===== src/rtl/axi4l_pkg.sv =====
// Shared AXI4-Lite definitions used by the register bank and the APB3 bridge.
package axi4l_pkg;

  localparam logic [1:0] RESP_OKAY   = 2'b00;
  localparam logic [1:0] RESP_SLVERR = 2'b10;

endpackage


===== src/rtl/axi4l_regbank.sv =====
// AXI4-Lite slave holding NUM_REGS full-word registers, exposed to core logic
// as a flat vector with one-cycle write pulses; unmapped addresses get SLVERR.
module axi4l_regbank
  import axi4l_pkg::*;
#(
  parameter int ADDR_WIDTH = 12,
  parameter int DATA_WIDTH = 32,
  parameter int NUM_REGS   = 8
) (
  input  logic                           clk,
  input  logic                           resetn,
  input  logic [ADDR_WIDTH-1:0]          awaddr,
  input  logic                           awvalid,
  output logic                           awready,
  input  logic [DATA_WIDTH-1:0]          wdata,
  input  logic                           wvalid,
  output logic                           wready,
  output logic [1:0]                     bresp,
  output logic                           bvalid,
  input  logic                           bready,
  input  logic [ADDR_WIDTH-1:0]          araddr,
  input  logic                           arvalid,
  output logic                           arready,
  output logic [DATA_WIDTH-1:0]          rdata,
  output logic [1:0]                     rresp,
  output logic                           rvalid,
  input  logic                           rready,
  output logic [NUM_REGS*DATA_WIDTH-1:0] reg_q,
  output logic [NUM_REGS-1:0]            reg_wr
);

  localparam int IDX_W = ADDR_WIDTH - 2;

  logic                  aw_full;
  logic                  w_full;
  logic [IDX_W-1:0]      aw_idx_q;
  logic [DATA_WIDTH-1:0] w_data_q;
  logic                  aw_hs;
  logic                  w_hs;
  logic                  ar_hs;
  logic                  commit;
  logic [IDX_W-1:0]      ar_idx;
  logic [NUM_REGS-1:0]   wr_sel;
  logic [DATA_WIDTH-1:0] rd_word;
  logic                  unused_addr_bits;

  function automatic logic in_range(input logic [IDX_W-1:0] idx);
    return 32'(idx) < 32'(NUM_REGS);
  endfunction

  // Byte offset within a word carries no meaning for full-word registers
  assign unused_addr_bits = ^{awaddr[1:0], araddr[1:0]};

  assign awready = ~aw_full;
  assign wready  = ~w_full;
  assign arready = ~rvalid | rready;

  assign aw_hs  = awvalid & ~aw_full;
  assign w_hs   = wvalid & ~w_full;
  assign ar_hs  = arvalid & arready;
  assign commit = aw_full & w_full & (~bvalid | bready);
  assign ar_idx = araddr[ADDR_WIDTH-1:2];

  always_ff @(posedge clk or negedge resetn) begin
    if (!resetn) begin
      aw_full  <= 1'b0;
      aw_idx_q <= '0;
      w_full   <= 1'b0;
      w_data_q <= '0;
    end else begin
      if (aw_hs) begin
        aw_full  <= 1'b1;
        aw_idx_q <= awaddr[ADDR_WIDTH-1:2];
      end else if (commit) begin
        aw_full <= 1'b0;
      end
      if (w_hs) begin
        w_full   <= 1'b1;
        w_data_q <= wdata;
      end else if (commit) begin
        w_full <= 1'b0;
      end
    end
  end

  // Only in-range indices can match, so an unmapped commit selects nothing
  always_comb begin
    wr_sel = '0;
    for (int i = 0; i < NUM_REGS; i++) begin
      wr_sel[i] = commit && (aw_idx_q == IDX_W'(i));
    end
  end

  always_ff @(posedge clk or negedge resetn) begin
    if (!resetn) begin
      bvalid <= 1'b0;
      bresp  <= RESP_OKAY;
      reg_wr <= '0;
    end else begin
      reg_wr <= wr_sel;
      if (commit) begin
        bvalid <= 1'b1;
        bresp  <= in_range(aw_idx_q) ? RESP_OKAY : RESP_SLVERR;
      end else if (bready) begin
        bvalid <= 1'b0;
      end
    end
  end

  for (genvar g = 0; g < NUM_REGS; g++) begin : g_reg
    logic [DATA_WIDTH-1:0] q;

    always_ff @(posedge clk or negedge resetn) begin
      if (!resetn) begin
        q <= '0;
      end else if (wr_sel[g]) begin
        q <= w_data_q;
      end
    end

    assign reg_q[g*DATA_WIDTH +: DATA_WIDTH] = q;
  end

  always_comb begin
    rd_word = '0;
    for (int i = 0; i < NUM_REGS; i++) begin
      if (ar_idx == IDX_W'(i)) begin
        rd_word = reg_q[i*DATA_WIDTH +: DATA_WIDTH];
      end
    end
  end

  // Read samples the pre-edge register value, so a same-edge write is not seen
  always_ff @(posedge clk or negedge resetn) begin
    if (!resetn) begin
      rvalid <= 1'b0;
      rresp  <= RESP_OKAY;
      rdata  <= '0;
    end else if (ar_hs) begin
      rvalid <= 1'b1;
      rdata  <= in_range(ar_idx) ? rd_word : '0;
      rresp  <= in_range(ar_idx) ? RESP_OKAY : RESP_SLVERR;
    end else if (rready) begin
      rvalid <= 1'b0;
    end
  end

endmodule


===== config.mk =====
export PLATFORM = sky130hd
export DESIGN_NAME = axi4l_regbank
export DESIGN_NICKNAME = d
export VERILOG_FILES = /design/src/rtl/axi4l_pkg.sv /design/src/rtl/axi4l_regbank.sv
export SDC_FILE = /design/constraint.sdc
export NUM_CORES = 1
export LEC_CHECK = 0
export ABC_CLOCK_PERIOD_IN_PS = 2740
export CORE_UTILIZATION = 52
export CTS_BUF_LIST = sky130_fd_sc_hd__clkbuf_2
export DETAILED_ROUTE_END_ITERATION = 10
export GPL_ROUTABILITY_DRIVEN = 0
export PLACE_DENSITY_LB_ADDON = 0.3
export SYNTH_ARGS = -nofsm -noshare
export SYNTH_HDL_FRONTEND = slang
export SYNTH_SLANG_ARGS = --single-unit

===== constraint.sdc =====
create_clock -name clk -period 2.74 [get_ports clk]
set_input_delay 0.548 -clock clk [delete_from_list [all_inputs] [get_ports clk]]
set_output_delay 0.548 -clock clk [all_outputs]
set_load 0.01 [all_outputs]

; Word-level counts from Yosys, hierarchy flattened
; Index checks and enable logic that the tools add are counted.
[totals]
reg_bits = 346
inputBits = 63
output_inout_bits = 305
elab_cells = 77
[op_classes]
order_cmp = 2
eq_ne = 14
muxes = 18
n_bitwise = 11
reduce_logical = 14
[ops]
columns = operator, count
row1 = 32-bit 2-to-1 mux, 9
row2 = 10-bit by 3-bit == test with 1-bit output (second input constant), 8
row3 = 10-bit by 2-bit == test with 1-bit output (second input constant), 4
row4 = 10-bit by 1-bit == test with 1-bit output (second input constant), 2
row5 = 10-bit logical NOT, 2
row6 = 10-bit by 4-bit less-than comparator with 1-bit output (second input constant), 2
row7 = 1-bit logical AND, 8
row8 = 2-bit nonzero test, 4
row9 = 1-bit 2-to-1 mux, 7
row10 = 1-bit AND, 5
row11 = 2-bit 2-to-1 mux, 2
row12 = 1-bit inverter, 4
row13 = 1-bit bitwise OR, 2

; Depth between registers and ports, before layout
[depth]
depth_word = 10
mapped_depth = 7
mapped_depth_nobuf = 4

; Worst setup path before layout
; OpenSTA, ideal clock, no wires.
[synth_timing]
path_kind = input port to flip-flop
start = input araddr[11]
end = register rdata[11]
setup_time_ns = 0.083
arrival_ns = 1.889
required_ns = 2.657
slack_ns = 0.769
cell_stages = 4
n_path_buf = 0
cell_sequence = or4_4 nor4_2 a31oi_1 o21ai_0
[synth_via]
elab_chain_cells = 10
[synth_lines]
columns = item, line
row1 = from (decl), axi4l_regbank.sv:21  ; input logic [ADDR_WIDTH-1:0] araddr,
row2 = 10-bit logical NOT, axi4l_regbank.sv:127  ; if (ar_idx == IDX_W'(i)) begin
row3 = 32-bit 2-to-1 mux (8 in series), axi4l_regbank.sv:127
row4 = 32-bit 2-to-1 mux (*), axi4l_regbank.sv:141  ; rdata <= in_range(ar_idx) ? rd_word : '0;
row5 = to (signal assigned), axi4l_regbank.sv:141
row6 = to (decl), axi4l_regbank.sv:24  ; output logic [DATA_WIDTH-1:0] rdata,
; Every way passes the cells marked *; elsewhere a longest branch is shown, timed or not.
; A chain may end at the register's enable or synchronous reset.

; Worst setup path after layout
[layout_timing]
start = register rvalid
end = output arready
[layout_via]
elab_chain_cells = 2
[layout_lines]
columns = item, line
row1 = from (decl), axi4l_regbank.sv:26  ; output logic rvalid,
row2 = from (signal assigned), axi4l_regbank.sv:136  ; rvalid <= 1'b0;
row3 = from (signal assigned), axi4l_regbank.sv:140  ; rvalid <= 1'b1;
row4 = from (signal assigned), axi4l_regbank.sv:144  ; rvalid <= 1'b0;
row5 = 1-bit inverter, axi4l_regbank.sv:56  ; assign arready = ~rvalid | rready;
row6 = 1-bit bitwise OR, axi4l_regbank.sv:56
row7 = to (decl), axi4l_regbank.sv:23  ; output logic arready,
; Every way passes these cells.

==> results by group <==
Worst setup path
  – Arr. time, crit path: 1960 ps
  – CP peak stage delay: 550 ps
  – Crit. path cell count: 2
  – WP data required: 2190 ps
  – Reg2Reg Setup Slack: 320 ps
  – Worst path buffer plus inverter count: 1
  – Setup CP Type: flip-flop to output pin
  – CP delay by family, top: buffers and inverters
  – FF-to-FF path depth: 5
  – Critical Path End Type: output pin
  – FF-to-FF Start: aw_idx_q[8]
  – Crit path launch type: flip-flop
  – Crit-path cells: nand2b_2 -> clkdlybuf4s50_1
  – Reg2reg end: g_reg[0].q[11]
  – Worst-path fanout max: 4
  – Crit-path slowest cell: clkdlybuf4s50_1

Global routing
  – Initial antenna violation count: 1
  – Global-route wire length before repair: 72.31 mm
  – Pin count of the biggest net entering global routing: 70
  – GR Overflow Total: 0
  – All-layer global routing usage: 31.55%
  – Vias in the first global route: 12,135

Power
  – Sw Ratio: 32.58%
  – Sequential power share: 53.4%
  – Pint: 0.008555 W
  – P per Cell Area: 617.8 nW/um^2
  – Clk pwr share: 26.7%
  – P_sw: 0.004135 W
  – Comb pwr share: 19.9%
  – Leakage power: 9.554 nW
  – Peak VDD IR: 0.0005182 V

Timing
  – Measured slew at the worst slew-check pin: 817.3 ps
  – Slew HR: 45.51%
  – RSZ-0062 raised after global routing: false
  – Setup WS post-layout: 234.0 ps
  – Setup TNS: 0 ps
  – Fin. max-slew vios: 0
  – Final period util: 91.46%
  – Clock period minus worst slack: 2506 ps
  – Final hold vios: 0
  – Finish-stage setup viols: 0
  – Fin Clk Skew: 98.73 ps
  – Fmax: 399.1 MHz

Yosys
  – Seq/Total Area, Yosys: 55.60%
  – Main flop type after synthesis: dfrtp_1
  – Synth top cells by count: 344 x dfrtp_1, 253 x mux2_2, 64 x mux2i_1
  – Count leader, synth: dfrtp_1
  – Ranking of synthesized cells by area: dfrtp_1 56%, mux2_2 18%, mux2i_1 4.1%, mux2_4 2.9%, o22ai_1 2.2%
  – Mean Syn Cell Area: 13.09 um^2
  – Synth async-reset ratio: 100.0%
  – EDFF count, synth: 0
  – Synthesized instance count: 1,183
  – #FFs+latches synth: 344
  – Top cell type's share of synthesized area: 55.60%
  – Warnings from Yosys: 0
  – Area leader, netlist: dfrtp_1
  – Synthesized area: 15,480 um^2
  – Distinct cells, synth: 42

Floorplan
  – FP Rows: 62
  – Chip height: 174.6 um
  – I/O pins: 368
  – Core area: 29,010 um^2
  – Die width: 174.6 um
  – Die Area: 30,470 um^2
  – Initial core utilization: 53.37%

Final layout
  – Post-route cell area: 20,540 um^2
  – Fill count: 2,074
  – FF/Latch Area: 8608 um^2
  – Area Overhead vs Synth: 32.66%
  – Final non-filler cell total: 2,048
  – Area of the multi-input gates: 6382 um^2
  – Layout net count: 1,669
  – Final Util: 70.80%
  – Share of cells above drive strength 1: 30.69%

Hold path
  – End of the worst hold path: rdata[11]
  – HP Class: input pin to flip-flop
  – Hold Startpoint: araddr[2]
  – Hold path cells: 3

Detailed routing
  – 1st-iter DRT viols: 936
  – Initial DRT Pass Iterations: 5
  – DRC: 0
  – Post-DR vias/cell: 5.847
  – WL/cell: 23.22 um
  – Routed WL: 47.56 mm
  – DR vias: 11,974
  – Antenna violation net count after detailed routing: 0

Placement
  – Dpl cells: 1,899
  – Pre-CTS setup slack: 145.1 ps
  – DP HPWL: 32.36 mm
  – Post-DP Area: 19,770 um^2
  – Buffers on Ports: 361

Clock tree
  – Clk sink count: 344
  – Post-cts resize count: 0
  – # H-tree levels: 3
  – Clock Pin Slew Worst Setup and Hold Paths: 100 ps
  – Setup Buffers After CTS: 0
  – CTS buffer count: 88
  – TritonCTS clock tree: yes
  – CTS Buffer Depth: 3
  – Root Driver: clkbuf_2
  – Worst-Skew Late Latency: 910 ps

Status
  – Status: finished, final reports clean

Run
  – Max-Cap Viols: 0
-- power by group through the flow --
| stage | Clock (W) | Combinational (W) | Sequential, W |
|---|---|---|---|
| 5_1_grt | 0.00375 | 0.00267 | 0.00690 |
| 2_1_floorplan | 0 | 0.00124 | 0.00659 |
| 3_3_place_gp | 0 | 0.00247 | 0.00680 |
| 6_report | 0.00339 | 0.00252 | 0.00678 |
| 4_1_cts | 0.00348 | 0.00254 | 0.00675 |
| 3_5_place_dp | 0 | 0.00253 | 0.00685 |
-- worst max path at each step --
stage	end	slack, ps	startpoint
final	arready	230	rvalid
after global routing	arready	130	rvalid
after CTS	arready	150	rvalid
after detailed placement	g_reg[0].q[11]	150	bready
after global placement	g_reg[0].q[3]	190	bready
after floorplan	rdata[11]	770	araddr[11]
-- routing by layer --
layer,GRT usage (%),part of all wire (%),vias up
met5,0,0,-
met4,12.17,3.5,0
met3,7.393,7.5,116
met2,49.70,47,581
met1,42.49,42,6074
li1,-,-,5203
-- flip-flops by register name, summed over array words and instances (netlist names), 8 cells and up --
signal    count
g.q         256
aw_idx_q     10
reg_wr        8
rdata        32
w_data_q     32
-- what timing repair did --
item | 4_1_cts | 5_1_grt
setup endpoints to repair | 0 | 0
hold buffers | 1 | 0
hold endpoints to repair | 61 | 0
-- logic make-up after synthesis --
kind of cell	synth area share, %
AO/OA/AOI/OAI	9.519
other	0.02422
multiplexers	26.54
buffers and inverters	3.459
flip-flops	55.60
AND/OR/NAND/NOR	4.865
-- worst register-to-register path: stages (launching register included) --
cell and delay [ps]:
dfrtp_1 380, nor3_1 480, nand4b_2 380, nor4_4 320
buf_12 290, mux2_2 390
-- cell type report --
class                           instances  area share [%]
Inverter                               24          0.4386
Clock inverter                         12          0.4142
Antenna cell                            2         0.02436
Timing Repair Buffer                  422           20.54
Clock buffer                          134           3.265
Tap cell                              384           2.339
Multi-Input combinational cell        726           31.07
Sequential cell                       344           41.91
-- metrics by stage --
stage | hold WS (ps) | power [W]
2_1_floorplan | 252.4 | 0.007823
3_3_place_gp | 473.6 | 0.009265
3_5_place_dp | 478.7 | 0.009372
4_1_cts | 59.35 | 0.01277
5_1_grt | 84.88 | 0.01333
6_report | 139.0 | 0.01269
-- cells in the final DEF, fill, tap and decap left out, types with 10 or more instances in the layout --
cell type,instances
a2bb2oi_1,32
o311ai_0,10
mux2_2,253
nor2_1,53
inv_1,24
o21ai_0,54
mux2_4,30
o22ai_1,54
dfrtp_1,344
nand2_1,26
clkdlybuf4s50_1,357
a21oi_1,10
mux2i_1,64
nand2b_1,15
buf_4,50
mux2_1,15
buf_12,12
a21boi_0,32
a31oi_1,32
clkbuf_2,134
Power figures use the tool's default switching activity.
